===== config.mk =====
export PLATFORM = sky130hd
export DESIGN_NAME = uart_rx_frame_flat
export DESIGN_NICKNAME = d
export VERILOG_FILES = /design/src/rtl/uart_rx_frame_if.sv /design/src/rtl/uart_rx_frame.sv /design/src/flat_wrapper.sv
export SDC_FILE = /design/constraint.sdc
export NUM_CORES = 1
export LEC_CHECK = 0
export ABC_AREA = 1
export BUFFER_PORTS_ARGS = -buffer_cell sky130_fd_sc_hd__buf_2
export CAP_MARGIN = 40
export CORE_UTILIZATION = 46
export CTS_BUF_LIST = sky130_fd_sc_hd__clkbuf_8
export CTS_CLUSTER_DIAMETER = 200
export DETAILED_ROUTE_END_ITERATION = 6
export SETUP_SLACK_MARGIN = 0.4
export SYNTH_ARGS = -nofsm -noshare
export SYNTH_HDL_FRONTEND = slang
export SYNTH_SLANG_ARGS = --single-unit

===== constraint.sdc =====
create_clock -name i_Clock -period 3 [get_ports i_Clock]
set_input_delay 0.45 -clock i_Clock [delete_from_list [all_inputs] [get_ports i_Clock]]
set_output_delay 0.45 -clock i_Clock [all_outputs]
set_load 0.05 [all_outputs]

===== src/rtl/uart_rx_frame_if.sv =====
`default_nettype none
// +----------------------------------------------------------------------------+
// | Module   : uart_rx_frame_if                                                |
// | Purpose  : Serial line input and received-byte status bundle for the       |
// |            UART receive stage.                                             |
// | Revision : 1.0  initial release                                            |
// +----------------------------------------------------------------------------+
interface uart_rx_frame_if;
  logic       i_Rx_Serial;
  logic       o_Rx_DV;
  logic [7:0] o_Rx_Byte;
  logic       o_Rx_Frame_Err;
  logic       o_Rx_Parity_Err;
  logic       o_Rx_Active;

  // Line driver / byte consumer side.
  modport master (
    output i_Rx_Serial,
    input  o_Rx_DV,
    input  o_Rx_Byte,
    input  o_Rx_Frame_Err,
    input  o_Rx_Parity_Err,
    input  o_Rx_Active
  );

  // Receiver side.
  modport slave (
    input  i_Rx_Serial,
    output o_Rx_DV,
    output o_Rx_Byte,
    output o_Rx_Frame_Err,
    output o_Rx_Parity_Err,
    output o_Rx_Active
  );
endinterface
`default_nettype wire


===== src/rtl/uart_rx_frame.sv =====
`default_nettype none
// +----------------------------------------------------------------------------+
// | Module   : uart_rx_frame                                                   |
// | Purpose  : UART receiver, mid-bit sampling, 8N1 or (UART_RX_PARITY_EN)     |
// |            8E1/8O1, one-cycle valid strobe with framing/parity status.     |
// | Revision : 1.0  initial release                                            |
// +----------------------------------------------------------------------------+
module uart_rx_frame #(
  parameter int CLKS_PER_BIT = 437,
  parameter bit PARITY_ODD   = 1'b0
) (
  input wire logic       i_Clock,
  input wire logic       i_Rst_n,
  uart_rx_frame_if.slave rx_if
);

  localparam logic [10:0] LAST = 11'(CLKS_PER_BIT - 1);
  localparam logic [10:0] HALF = 11'((CLKS_PER_BIT - 1) / 2);

  typedef enum logic [2:0] {
    S_IDLE      = 3'd0,
    S_START     = 3'd1,
    S_DATA      = 3'd2,
    S_PARITY    = 3'd3,
    S_STOP      = 3'd4,
    S_CLEANUP   = 3'd5,
    S_WAIT_IDLE = 3'd6
  } state_t;

  state_t      state_q, state_d;
  logic        rx_meta_q, rx_s_q;
  logic [10:0] count_q, count_d;
  logic [2:0]  bit_idx_q, bit_idx_d;
  logic [7:0]  data_q, data_d;
  logic        par_q, par_d;
  logic [7:0]  byte_q, byte_d;
  logic        ferr_q, ferr_d;
  logic        perr_q, perr_d;
  logic        dv_q, dv_d;
  logic        active_q, active_d;
  logic        par_err;

  // Both stages reset high so a reset never looks like a start edge.
  always_ff @(posedge i_Clock or negedge i_Rst_n) begin
    if (!i_Rst_n) begin
      rx_meta_q <= 1'b1;
      rx_s_q    <= 1'b1;
    end else begin
      rx_meta_q <= rx_if.i_Rx_Serial;
      rx_s_q    <= rx_meta_q;
    end
  end

`ifdef UART_RX_PARITY_EN
  localparam state_t AFTER_DATA = S_PARITY;
  assign par_err = ((^data_q) ^ par_q) != PARITY_ODD;
`else
  localparam state_t AFTER_DATA = S_STOP;
  logic unused_parity_cfg;
  assign par_err           = 1'b0;
  assign unused_parity_cfg = par_q ^ PARITY_ODD;
`endif

  always_ff @(posedge i_Clock or negedge i_Rst_n) begin
    if (!i_Rst_n) begin
      state_q   <= S_IDLE;
      count_q   <= 11'd0;
      bit_idx_q <= 3'd0;
      data_q    <= 8'h00;
      par_q     <= 1'b0;
      byte_q    <= 8'h00;
      ferr_q    <= 1'b0;
      perr_q    <= 1'b0;
      dv_q      <= 1'b0;
      active_q  <= 1'b0;
    end else begin
      state_q   <= state_d;
      count_q   <= count_d;
      bit_idx_q <= bit_idx_d;
      data_q    <= data_d;
      par_q     <= par_d;
      byte_q    <= byte_d;
      ferr_q    <= ferr_d;
      perr_q    <= perr_d;
      dv_q      <= dv_d;
      active_q  <= active_d;
    end
  end

  always_comb begin
    state_d   = state_q;
    count_d   = count_q;
    bit_idx_d = bit_idx_q;
    data_d    = data_q;
    par_d     = par_q;
    byte_d    = byte_q;
    ferr_d    = ferr_q;
    perr_d    = perr_q;
    dv_d      = 1'b0;
    active_d  = active_q;

    case (state_q)
      S_IDLE: begin
        count_d   = 11'd0;
        bit_idx_d = 3'd0;
        if (!rx_s_q) begin
          state_d  = S_START;
          active_d = 1'b1;
        end
      end

      S_START: begin
        if (count_q == HALF) begin
          count_d = 11'd0;
          if (!rx_s_q) begin
            state_d = S_DATA;
          end else begin
            state_d  = S_IDLE;
            active_d = 1'b0;
          end
        end else begin
          count_d = count_q + 11'd1;
        end
      end

      S_DATA: begin
        if (count_q < LAST) begin
          count_d = count_q + 11'd1;
        end else begin
          count_d           = 11'd0;
          data_d[bit_idx_q] = rx_s_q;
          if (bit_idx_q == 3'd7) begin
            bit_idx_d = 3'd0;
            state_d   = AFTER_DATA;
          end else begin
            bit_idx_d = bit_idx_q + 3'd1;
          end
        end
      end

      S_PARITY: begin
        if (count_q < LAST) begin
          count_d = count_q + 11'd1;
        end else begin
          count_d = 11'd0;
          par_d   = rx_s_q;
          state_d = S_STOP;
        end
      end

      S_STOP: begin
        if (count_q < LAST) begin
          count_d = count_q + 11'd1;
        end else begin
          count_d = 11'd0;
          byte_d  = data_q;
          ferr_d  = ~rx_s_q;
          perr_d  = par_err;
          dv_d    = 1'b1;
          // A low stop bit may be a break: wait for the line to idle first.
          state_d = rx_s_q ? S_CLEANUP : S_WAIT_IDLE;
        end
      end

      S_CLEANUP: begin
        active_d = 1'b0;
        state_d  = S_IDLE;
      end

      S_WAIT_IDLE: begin
        active_d = 1'b0;
        if (rx_s_q) begin
          state_d = S_IDLE;
        end
      end

      default: begin
        state_d  = S_IDLE;
        active_d = 1'b0;
      end
    endcase
  end

  assign rx_if.o_Rx_DV         = dv_q;
  assign rx_if.o_Rx_Byte       = byte_q;
  assign rx_if.o_Rx_Frame_Err  = ferr_q;
  assign rx_if.o_Rx_Parity_Err = perr_q;
  assign rx_if.o_Rx_Active     = active_q;

endmodule
`default_nettype wire

===== src/flat_wrapper.sv =====
// flat-port wrapper written by rule: the top's interface ports become plain ports
module uart_rx_frame_flat 
#(
  parameter int CLKS_PER_BIT = 437,
  parameter bit PARITY_ODD   = 1'b0
)
  (i_Clock, i_Rst_n, rx_if_i_Rx_Serial, rx_if_o_Rx_DV, rx_if_o_Rx_Byte, rx_if_o_Rx_Frame_Err, rx_if_o_Rx_Parity_Err, rx_if_o_Rx_Active);
  uart_rx_frame_if rx_if_i ();
  input wire logic i_Clock;
  input wire logic i_Rst_n;
  input wire logic [$bits(rx_if_i.i_Rx_Serial)-1:0] rx_if_i_Rx_Serial;
  output wire logic [$bits(rx_if_i.o_Rx_DV)-1:0] rx_if_o_Rx_DV;
  output wire logic [$bits(rx_if_i.o_Rx_Byte)-1:0] rx_if_o_Rx_Byte;
  output wire logic [$bits(rx_if_i.o_Rx_Frame_Err)-1:0] rx_if_o_Rx_Frame_Err;
  output wire logic [$bits(rx_if_i.o_Rx_Parity_Err)-1:0] rx_if_o_Rx_Parity_Err;
  output wire logic [$bits(rx_if_i.o_Rx_Active)-1:0] rx_if_o_Rx_Active;
  assign rx_if_i.i_Rx_Serial = rx_if_i_Rx_Serial;
  assign rx_if_o_Rx_DV = rx_if_i.o_Rx_DV;
  assign rx_if_o_Rx_Byte = rx_if_i.o_Rx_Byte;
  assign rx_if_o_Rx_Frame_Err = rx_if_i.o_Rx_Frame_Err;
  assign rx_if_o_Rx_Parity_Err = rx_if_i.o_Rx_Parity_Err;
  assign rx_if_o_Rx_Active = rx_if_i.o_Rx_Active;
  uart_rx_frame #(.CLKS_PER_BIT(CLKS_PER_BIT), .PARITY_ODD(PARITY_ODD)) u_core (.i_Clock(i_Clock), .i_Rst_n(i_Rst_n), .rx_if(rx_if_i));
endmodule

==> results_dict.tcl <==
set metrics [dict create \
    nets 277 \
    critical_path_arrival_ns 1.98 \
    start_kind "register" \
    crit_type "register to register" \
    viasPerCell 4.919 \
    dieArea_um2 4544 \
    critPathSlowestCell "dfrtp_1" \
    syn_nets 260 \
    min_period_ns 1.794 \
    syn2layout_area_growth_pct 11.32 \
    port-buffer-count 13 \
    drt_iter0_drc 102 \
    clkTransAtPathRegs_ns 0.08 \
    synthCells 253 \
    end_kind "register" \
    power.density_nw_per_um2 416.1 \
    m1WireLength_um 2153 \
    crit_chain "nand2_1 -> nor2_1 -> nand2_1 -> nand3_2 -> nand2_1 -> clkinv_1 -> nand2_1 -> nand2_1" \
    status "completed" \
    path_max_fanout 11 \
    antenna_found_initial 0 \
    cp_common_cell "nand2_1" \
    top_layer "met4" \
    start_util_pct 48.50 \
    syn_area_um2 1968 \
    cts_tree "built" \
    path_delay_family "simple AND/OR/NAND/NOR gates" \
    synth-edff-count 0 \
    drive_above_1_share_pct 13.65 \
    io_pins 15 \
    diodes 0 \
    cts_made_buffers 5 \
    clock_path_buffers 2 \
    cts_sinks 38 \
    cellLeakagePower_nw 1.199 \
    hp-class "input pin to async pin" \
    fin_setup_tns_ns 0 \
    cts_setup_buffers 0 \
    ys_seq_area_share_pct 48.44 \
    die_w_um 67.41 \
    r2r-start "u_core.count_q[8]" \
    grt_max_degree 24 \
    coreArea_um2 4058 \
    routed_wl_um 4015 \
    grt_use_total_pct 20.38 \
    setup_viol 0 \
    drt_pass1_iterations 4 \
    rows 23 \
    synth-simple-area-share_pct 37.38 \
    dr_wl_met2_um 1678 \
    drcViolationCount 0 \
    htree_num_levels 2 \
    max-cap-violations 0 \
    synth_cell_type_count 31 \
    skew_ns 0.008446 \
    period_share_pct 59.80 \
    max_stage_delay_ns 0.45 \
    ys_warn_count 0 \
    ir_worst_vdd_v 0.0003063 \
    fmax_mhz 557.5 \
    synth_mux_area_share_pct 0 \
    wl_per_cell_um 12.51 \
    whs_ns 0.06800 \
    power_mw 0.9116 \
    wl_met3_um 114 \
    grt_pass1_vias 1484 \
    cp.required_ns 3.18 \
    synth_xor_area_share_pct 2.225 \
    ctsResizeCount 0 \
    worstRegToRegCells 8 \
    synth-compound-area-share_pct 2.988 \
    clock_latency_ns 0.30 \
    fill_cells 389 \
    hold_violations 0 \
    post_synth.cell_area_avg_um2 7.779 \
    hpwlAfterDp_um 2958 \
    routabilityCongestion 0.8638 \
    ys_ff_latch 38 \
    async_flop_share_pct 100.0 \
    slew_violations 0 \
    worst-path-stages 8 \
    rsz0062_at_grt "false" \
    cts_hold_buf 0 \
    die_h_um 67.41 \
    grt_pass1_wl_um 6699 \
    ff2ff_setup_slack_ns 1.21 \
    synth_top_family_by_area "simple AND/OR/NAND/NOR gates" \
    critical_path_buf_inv_count 1 \
    r2r_end "u_core.rx_if.o_Rx_Byte[4]" \
    dr_total_vias 1579 \
    gr-total-overflow 0 \
    ant_nets 0 \
    synth_fa_ha_area_share_pct 2.543 \
    root_buffer "clkbuf_8" \
    ys.flop_type "dfrtp_1" \
]
-- worst reg2reg max path, stage by stage (launching register included) --
cell and delay, ns:
dfrtp_1 0.45, nand2_1 0.13, nor2_1 0.05, nand2_1 0.12, nand3_2 0.12, nand2_1 0.30
clkinv_1 0.33, nand2_1 0.15, nand2_1 0.06
-- layout make-up --
cell class	count	area, µm²	share of cell area, %
Tap cell	50	62.56	2.856
Clock inverter	2	12.51	0.5711
Sequential cell	38	953.4	43.52
Clock buffer	6	82.58	3.769
Timing Repair Buffer	14	92.59	4.226
Inverter	25	95.09	4.340
Multi-Input combinational cell	186	892.1	40.72
-- registers in the layout (all words and copies together), names as in the netlist, 3 cells and up --
name,cells
u_core.data_q,8
u_core.bit_idx_q,3
u_core.count_q,11
u_core.rx_if.o_Rx_Byte,8
u_core.state_q,3
-- report_power, final --
part / leakage, nW / switching [mW] / total, mW / internal, mW
Combinational: 0.648 / 0.0144 / 0.0195 / 0.00501
Clock: 0.0472 / 0.190 / 0.375 / 0.185
Sequential: 0.504 / 0.00262 / 0.517 / 0.514
Total: 1.20 / 0.207 / 0.912 / 0.704
-- cell usage after synthesis, types with 2 or more instances --
library cell | instances | share of area, %
xor2_1 | 5 | 2.2
nand3_1 | 17 | 4.3
nor2_1 | 27 | 5.1
and3_1 | 2 | 0.64
nor3_1 | 4 | 1.0
dfstp_2 | 2 | 2.7
nand2_2 | 2 | 0.64
inv_2 | 2 | 0.38
dfrtp_1 | 36 | 46
inv_1 | 21 | 4.0
nand4_1 | 6 | 1.9
o21ai_0 | 8 | 2.0
nand3_2 | 2 | 1.0
nand2_1 | 98 | 19
nor2_4 | 2 | 1.1
ha_1 | 4 | 2.5
-- worst max-delay path by stage --
stage                        startpoint                         to  slack (ns)
global placement      u_core.count_q[4]  u_core.rx_if.o_Rx_Byte[0]        1.27
floorplan           u_core.bit_idx_q[0]          u_core.state_q[0]        1.65
finish                u_core.count_q[8]  u_core.rx_if.o_Rx_Byte[4]        1.21
CTS                   u_core.count_q[4]  u_core.rx_if.o_Rx_Byte[4]        1.17
detailed placement    u_core.count_q[4]  u_core.rx_if.o_Rx_Byte[4]        1.20
global route          u_core.count_q[4]  u_core.rx_if.o_Rx_Byte[4]        0.97
-- cells in the final DEF, fill, tap and decap left out, drive strengths merged --
cell type,instances
o21ai,9
nand2,100
nor2,31
nand3b,1
buf,14
dfrtp,36
a21oi,1
clkinvlp,1
o32ai,1
inv,23
nor3,5
dfstp,2
xor2,5
clkbuf,6
nand4,7
clkinv,3
conb,1
nand3,19
ha,4
and3,2
-- stage by stage --
stage / area [µm²] / worst slack, ns / std cells / util (%)
after floorplan: 1968 / 1.649 / 253 / -
after global placement: 2068 / 1.272 / 312 / 50.97
after detailed placement: 2096 / 1.200 / 313 / 51.65
after CTS: 2191 / 1.173 / 321 / 53.99
after global routing: 2191 / 0.9668 / 321 / 53.99
final: 2191 / 1.206 / 321 / 53.99
-- per-layer routing --
metal	up-vias	GRT usage [%]
met2	22	29.75
met3	8	5.574
met4	0	7.979
met1	715	28.39
met5	-	0
li1	834	-
-- kinds of logic after synthesis --
kind of cell,Yosys count
XOR/XNOR,5
AND/OR/NAND/NOR,165
other,1
adder cells (fa/ha/maj),4
flip-flops,38
buffers and inverters,29
AO/OA/AOI/OAI,11
Power figures use the tool's default switching activity.
